$ cat src/rtl/combo_seq_detector_pkg.sv
// Shared button indices, FSM state type and a helper that packs a step list into combo_seq.
package combo_pkg;

    localparam int unsigned BTN_UP     = 0;
    localparam int unsigned BTN_DOWN   = 1;
    localparam int unsigned BTN_LEFT   = 2;
    localparam int unsigned BTN_RIGHT  = 3;
    localparam int unsigned BTN_ATTACK = 4;
    localparam int unsigned BTN_BLOCK  = 5;

    localparam int unsigned DEFAULT_IDX_W = 3;
    localparam int unsigned MAX_SEQ_LEN   = 8;

    typedef enum logic [1:0] {
        IDLE  = 2'd0,
        TRACK = 2'd1,
        DONE  = 2'd2
    } combo_state_t;

    typedef int unsigned combo_list_t [MAX_SEQ_LEN];

    // Step 0 lands in the LSBs; entries at or beyond len are left zero.
    function automatic logic [MAX_SEQ_LEN*DEFAULT_IDX_W-1:0] pack_combo(
        input combo_list_t steps,
        input int unsigned len
    );
        logic [MAX_SEQ_LEN*DEFAULT_IDX_W-1:0] seq_bits;
        seq_bits = '0;
        for (int unsigned i = 0; i < MAX_SEQ_LEN; i++) begin
            if (i < len) begin
                seq_bits[i*DEFAULT_IDX_W +: DEFAULT_IDX_W] = steps[i][DEFAULT_IDX_W-1:0];
            end
        end
        return seq_bits;
    endfunction

endpackage

$ cat src/rtl/combo_seq_detector_btn_edge_detect.sv
// Rising-edge detector for the button vector, flagging cycles with more than one new press.
module btn_edge_detect #(
    parameter int unsigned NUM_BTNS = 6
) (
    input  logic                clk,
    input  logic [NUM_BTNS-1:0] i_btn,
    output logic [NUM_BTNS-1:0] o_rise,
    output logic                o_multi
);

    logic [NUM_BTNS-1:0] r_btn_prev;

    // Loading the live levels every cycle, reset included, keeps held buttons from looking new.
    always_ff @(posedge clk) begin
        r_btn_prev <= i_btn;
    end

    assign o_rise  = i_btn & ~r_btn_prev;
    // Clearing the lowest set bit leaves something only when two or more edges are present.
    assign o_multi = |(o_rise & (o_rise - 1'b1));

endmodule

$ cat src/rtl/combo_seq_detector.sv
// Programmable ordered button-combo detector with per-step timeout, held success and fire pulse.
// Optional macro COMBO_LENIENT_EN: stray single presses are ignored while tracking.
module combo_seq_detector
    import combo_pkg::*;
#(
    parameter int unsigned NUM_BTNS      = 6,
    parameter int unsigned SEQ_LEN       = 4,
    parameter int unsigned IDX_W         = DEFAULT_IDX_W,
    parameter int unsigned WINDOW_CYCLES = 25_000_000,
    parameter int unsigned HOLD_CYCLES   = 50_000_000
) (
    input  logic                     clk,
    input  logic                     rst,
    input  logic [NUM_BTNS-1:0]      btn,
    input  logic [SEQ_LEN*IDX_W-1:0] combo_seq,
    input  logic                     bypass,
    output logic                     success,
    output logic                     fire,
    output logic [IDX_W:0]           progress
);

    localparam int unsigned WIN_W  = (WINDOW_CYCLES > 0) ? $clog2(WINDOW_CYCLES + 1) : 1;
    localparam int unsigned HOLD_W = (HOLD_CYCLES > 0) ? $clog2(HOLD_CYCLES + 1) : 1;
    localparam int unsigned PROG_W = IDX_W + 1;

    localparam logic [WIN_W-1:0]  WIN_LOAD  = WIN_W'(WINDOW_CYCLES);
    localparam logic [HOLD_W-1:0] HOLD_LOAD = HOLD_W'(HOLD_CYCLES);
    localparam logic [PROG_W-1:0] PROG_FULL = PROG_W'(SEQ_LEN);
    localparam logic [PROG_W-1:0] PROG_LAST = PROG_W'(SEQ_LEN - 1);

    combo_state_t             r_state;
    logic [SEQ_LEN*IDX_W-1:0] r_shadow;
    logic [PROG_W-1:0]        r_progress;
    logic [WIN_W-1:0]         r_timer;
    logic [HOLD_W-1:0]        r_hold;
    logic                     r_success;
    logic                     r_fire;

    logic [NUM_BTNS-1:0]      w_rise;
    logic                     w_multi;
    logic                     w_single;
    logic                     w_start_hit;
    logic                     w_step_hit;
    logic                     w_break;
    logic                     w_timer_expired;
    logic                     w_hold_expired;
    logic [IDX_W-1:0]         w_step_idx;

    btn_edge_detect #(
        .NUM_BTNS (NUM_BTNS)
    ) u_edge (
        .clk     (clk),
        .i_btn   (btn),
        .o_rise  (w_rise),
        .o_multi (w_multi)
    );

    // Index values beyond the button count simply never match.
    function automatic logic rise_at(
        input logic [NUM_BTNS-1:0] rise,
        input logic [IDX_W-1:0]    idx
    );
        logic hit;
        hit = 1'b0;
        for (int unsigned i = 0; i < NUM_BTNS; i++) begin
            if (idx == IDX_W'(i)) begin
                hit = rise[i];
            end
        end
        return hit;
    endfunction

    always_comb begin
        w_step_idx = '0;
        for (int unsigned i = 0; i < SEQ_LEN; i++) begin
            if (r_progress == PROG_W'(i)) begin
                w_step_idx = r_shadow[i*IDX_W +: IDX_W];
            end
        end
    end

    assign w_single        = (|w_rise) & ~w_multi;
    assign w_start_hit     = w_single & rise_at(w_rise, combo_seq[IDX_W-1:0]);
    assign w_step_hit      = w_single & rise_at(w_rise, w_step_idx);
    assign w_timer_expired = (r_timer <= WIN_W'(1));
    assign w_hold_expired  = (r_hold <= HOLD_W'(1));

`ifdef COMBO_LENIENT_EN
    assign w_break = w_multi;
`else
    assign w_break = |w_rise;
`endif

    always_ff @(posedge clk) begin
        if (rst) begin
            r_state    <= IDLE;
            r_shadow   <= '0;
            r_progress <= '0;
            r_timer    <= '0;
            r_hold     <= '0;
            r_success  <= 1'b0;
            r_fire     <= 1'b0;
        end else begin
            r_fire <= 1'b0;
            if (bypass) begin
                // Only the transition into DONE pulses fire; a held bypass just keeps reloading.
                r_state    <= DONE;
                r_fire     <= (r_state != DONE);
                r_success  <= 1'b1;
                r_hold     <= HOLD_LOAD;
                r_progress <= PROG_FULL;
                r_timer    <= '0;
            end else begin
                case (r_state)
                    IDLE: begin
                        if (w_start_hit) begin
                            r_shadow <= combo_seq;
                            if (SEQ_LEN == 1) begin
                                r_state    <= DONE;
                                r_fire     <= 1'b1;
                                r_success  <= 1'b1;
                                r_hold     <= HOLD_LOAD;
                                r_progress <= PROG_FULL;
                            end else begin
                                r_state    <= TRACK;
                                r_progress <= PROG_W'(1);
                                r_timer    <= WIN_LOAD;
                            end
                        end
                    end
                    TRACK: begin
                        if (w_step_hit) begin
                            if (r_progress == PROG_LAST) begin
                                r_state    <= DONE;
                                r_fire     <= 1'b1;
                                r_success  <= 1'b1;
                                r_hold     <= HOLD_LOAD;
                                r_progress <= PROG_FULL;
                                r_timer    <= '0;
                            end else begin
                                r_progress <= r_progress + 1'b1;
                                r_timer    <= WIN_LOAD;
                            end
                        end else if (w_break) begin
                            // A breaking press that is itself step 0 restarts from the live combo_seq.
                            if (w_start_hit) begin
                                r_shadow   <= combo_seq;
                                r_progress <= PROG_W'(1);
                                r_timer    <= WIN_LOAD;
                            end else begin
                                r_state    <= IDLE;
                                r_progress <= '0;
                                r_timer    <= '0;
                            end
                        end else if (w_timer_expired) begin
                            r_state    <= IDLE;
                            r_progress <= '0;
                            r_timer    <= '0;
                        end else begin
                            r_timer <= r_timer - 1'b1;
                        end
                    end
                    DONE: begin
                        if (w_hold_expired) begin
                            r_state    <= IDLE;
                            r_success  <= 1'b0;
                            r_progress <= '0;
                            r_hold     <= '0;
                        end else begin
                            r_hold <= r_hold - 1'b1;
                        end
                    end
                    default: begin
                        r_state    <= IDLE;
                        r_progress <= '0;
                        r_timer    <= '0;
                        r_hold     <= '0;
                        r_success  <= 1'b0;
                    end
                endcase
            end
        end
    end

    assign success  = r_success;
    assign fire     = r_fire;
    assign progress = r_progress;

endmodule

$ cat config.mk
export PLATFORM = sky130hd
export DESIGN_NAME = combo_seq_detector
export DESIGN_NICKNAME = d
export VERILOG_FILES = /design/src/rtl/combo_seq_detector_pkg.sv /design/src/rtl/combo_seq_detector_btn_edge_detect.sv /design/src/rtl/combo_seq_detector.sv
export SDC_FILE = /design/constraint.sdc
export NUM_CORES = 1
export LEC_CHECK = 0
export BUFFER_PORTS_ARGS = -buffer_cell sky130_fd_sc_hd__buf_2
export CAP_MARGIN = 10
export CORE_AREA = 2 2 94 96
export DETAILED_ROUTE_END_ITERATION = 16
export DIE_AREA = 0 0 96 98
export GPL_TIMING_DRIVEN = 0
export PLACE_DENSITY = 0.77
export SYNTH_ARGS = -nofsm -noshare
export SYNTH_HDL_FRONTEND = slang
export SYNTH_SLANG_ARGS = --single-unit
$ cat constraint.sdc
create_clock -name clk -period 4.2 [get_ports clk]
set_clock_uncertainty 0.2 [all_clocks]
set_input_delay 0.42 -clock clk [delete_from_list [all_inputs] [get_ports clk]]
set_output_delay 0.42 -clock clk [all_outputs]
set_load 0.01 [all_outputs]
==> metrics.md <==
| Metric | Value |
|---|---|
| Relative slew slack | `0.2455` |
| Crit path arrival time | `approximately 3.7 ns` |
| WL met2 | `5.530 mm` |
| CTS tree | `done` |
| Clock Path Buffers | `2` |
| Final period utilization | `0.8879` |
| Post-CTS Setup Inserts | `0` |
| Maximum vdd drop | `0.2781 mV` |
| Setup violators final | `0` |
| Synth-to-Final Area Change | `11.52%` |
| WL/cell | `~16 µm` |
| Reg-to-reg setup timing slack | `around 0.47 ns` |
| 1st-iter DRT viols | `between 200 and 300` |
| Fin Setup TNS | `0 ns` |
| Placeable Area | `8466 µm²` |
| I/O Pins | `27` |
| Number of port buffers | `25` |
| Final RePlAce weighted congestion | `a little under 0.9` |
| Hold wc startpoint | `btn[2]` |
| Sw Share | `0.3052` |
| Diode count | `0` |
| Post-Syn Area | `~4500 µm²` |
| RSZ-0062 raised after global routing | `false` |
| Via count | `between 4000 and 5000` |
| Syn_area_per_cell | `7.724 µm²` |
| Max Fclk | `between 200 and 300 MHz` |
| Synth Warn # | `0` |
| Vias in the first global route | `4308` |
| Cells after Synth | `589` |
| WL met1 | `approximately 5.4 mm` |
| Worst hold margin | `around 0.0062 ns` |
| Final count of hold timing violations | `0` |
| Post-synth top area cell | `dfxtp_1` |
| Post-synth ARST share | `0` |
| Global route overflow | `0` |
| R2r worst-path depth | `11` |
| Final Slew Violations | `0` |
| CP Max Fanout | `10` |
| Number of H-tree levels | `3` |
| Predominant post-synthesis flop cell | `dfxtp_1` |
| Setup CP Type | `reg -> reg` |
| Share of post-route cells with drive strength above 1 | `0.1139` |
| Internal power | `between 0.001 and 0.0015 W` |
| Fin crit period | `3.729 ns` |
| Power Dens Cells | `372.6 nW/µm²` |
| DRC viols | `0` |
| Critical Path RT | `roughly 4.2 ns` |
| Antenna viol nets, final | `0` |
| Slew @ Worst Pin | `around 1.1 ns` |
| Final std cells w/o fill | `between 700 and 800` |
| TritonRoute pass-1 iters | `6` |
| Die area | `around 9400 µm²` |
| Total clock sinks | `77` |
| Register area share after synthesis | `0.3388` |
| Startpoint Class | `flop` |
| Initial antenna violation count | `0` |
| NumNets Final | `approximately 660` |
| Initial core utilization | `0.5374` |
| Vias/cell | `6.249` |
| Post-synth top area share | `0.3388` |
| Sw Pwr | `roughly 0.00058 W` |
| Seq pwr share | `0.426` |
| Post-DP HPWL | `between 8 and 9 mm` |
| Number of synthesized flops with an enable pin | `0` |
| Max-cap violations | `0` |
| Clock power share | `0.357` |
| HP Class | `in -> reg` |
| Global-route wire length before repair | `~20 mm` |
| DR WL met3 | `around 640 µm` |
| Hold endpoint | `u_edge.r_btn_prev[2]` |
| Clk root buf | `clkbuf_8` |
| Combinational power share | `0.217` |
| CP endpoint kind | `flop` |
| Die height | `between 90 and 100 µm` |
| Row count | `34` |
| Reg2Reg Launch Point | `progress[0]` |
| Placed cell count | `approximately 720` |
| WHS Path Cells | `1` |
| Leak | `between 2 and 2.5 nW` |
| Status | `completed` |
| Number of CTS-inserted buffers | `9` |
| Worst skew pair latency | `between 0.3 and 0.4 ns` |
| Gr usage total | `0.2556` |
| Post-synth cell types | `69` |
| R2r endpoint | `r_hold[12]` |
| Synthesis-stage register bit count | `77` |
| Clock-pin slew on the worst setup and hold paths | `~0.080 ns` |
| Post-synth net total | `a little over 600` |
| Main area contributors after synthesis | `dfxtp_1 34%, nor2_1 7.0%, nor3_1 5.8%, o21ai_0 4.2%, nand2_1 3.7%` |
| Post-Route WL | `about 12 mm` |
| Highest Signal Layer | `met4` |
| Die X | `96 µm` |
| Largest net degree at the start of global routing | `13` |
-- layer usage --
layer	up-vias	global-route usage
met4	0	0.08791
met2	147	0.4113
met1	2180	0.3488
li1	2269	-
met5	-	0
met3	28	0.03472
-- worst max-delay path, stage by stage (launching register included) --
cell and delay [ns]:
dfxtp_1 0.44, inv_1 0.13, ha_1 0.29, and2b_1 0.21, or2_2 0.29, a221oi_1 0.51
a211oi_4 0.17, a311oi_4 0.55, nor3_2 0.17, clkbuf_1 0.32, nor3_1 0.23, nor4_1 0.08
-- cell usage after synthesis, drive strengths merged, types with 6 or more instances --
cell type / number
nand3: 14
a211oi: 7
o21ai: 40
o31ai: 7
nor4: 28
nand2b: 11
nor2b: 7
buf: 8
or4: 8
nand4: 6
a21oi: 30
or3: 13
o211ai: 9
clkbuf: 16
nor3: 55
nor2: 86
ha: 11
mux2i: 13
xnor2: 9
dfxtp: 77
nand2: 45
or2: 8
inv: 14
-- worst max-delay path by stage --
stage | start | to | slack (ns) | depth (start not counted)
3_5_place_dp | progress[0] | r_hold[5] | 0.63 | 11
3_3_place_gp | progress[0] | r_hold[24] | 0.75 | 11
2_1_floorplan | progress[0] | r_hold[8] | 1.11 | 10
4_1_cts | progress[0] | r_hold[12] | 0.53 | 11
6_report | progress[0] | r_hold[12] | 0.47 | 11
5_1_grt | progress[0] | r_hold[12] | 0.30 | 11
-- logic make-up after synthesis --
logic type / Yosys count / synth area share
buffers and inverters: 38 / 0.03438
AOI/OAI and AO/OA: 141 / 0.2148
muxes: 13 / 0.02860
and+or+nand+nor: 300 / 0.3358
adders and majority gates: 11 / 0.03025
xor gates and xnor gates: 9 / 0.01733
DFF: 77 / 0.3388
-- cell usage in the layout (no fill, tap or decap), types with 3 or more instances in the layout --
cell / count
nand4_1: 6
a211oi_1: 6
o31ai_1: 7
clkbuf_1: 16
nand3b_1: 4
nand2b_1: 11
a31o_2: 4
nor4_1: 26
o41ai_1: 5
clkbuf_8: 13
nand2_1: 45
buf_2: 30
o211ai_1: 8
nor2_1: 85
o21ai_0: 38
a21oi_1: 30
nor2b_1: 7
xnor2_1: 9
mux2i_1: 13
o22ai_1: 3
inv_1: 14
or4_1: 7
nand3_1: 14
dfxtp_1: 77
a31oi_1: 5
nor3_1: 53
a311oi_1: 4
ha_1: 11
or2_2: 7
or3_1: 13
-- power by group through the flow --
stage	combinational [W]	sequential [W]	clock [W]
2_1_floorplan	0.000301	0.000814	0
3_3_place_gp	0.000386	0.000818	0
3_5_place_dp	0.000398	0.000821	0
4_1_cts	0.000402	0.000804	0.000686
5_1_grt	0.000453	0.000812	0.000714
6_report	0.000409	0.000806	0.000675
-- metrics by stage --
stage	util	setup slack [ns]	total power, W	cell area, µm²
3_3_place_gp	0.5681	0.7511	0.001205	4810
4_1_cts	0.5993	0.5331	0.001893	5074
6_report	0.5993	0.4710	0.001891	5074
2_1_floorplan	-	1.113	0.001114	4549
3_5_place_dp	0.5681	0.6286	0.001219	4810
5_1_grt	0.5993	0.3028	0.001979	5074
-- state kept, by name (all words and copies together) (netlist names) --
name,cells
r_state,2
r_shadow,12
success,1
progress,4
fire,1
r_timer,25
r_hold,26
u_edge.r_btn_prev,6
-- layout make-up --
| class | count | area, µm² |
|---|---|---|
| buffer | 24 | 103.9 |
| clock buffer | 13 | 178.9 |
| clock inverter | 3 | 65.06 |
| fill | 764 | 3392 |
| inverter | 14 | 52.55 |
| multi-input combinational | 474 | 2851 |
| sequential | 77 | 1541 |
| tap | 108 | 135.1 |
| timing repair buffer | 27 | 145.1 |
-- timing repair --
| item | 4_1_cts | 5_1_grt |
|---|---|---|
| gates resized for setup | 0 | 0 |
| hold buffers | 2 | 0 |
| hold endpoints to repair | 2 | 0 |
No activity file was read; power rests on OpenSTA's default activity.
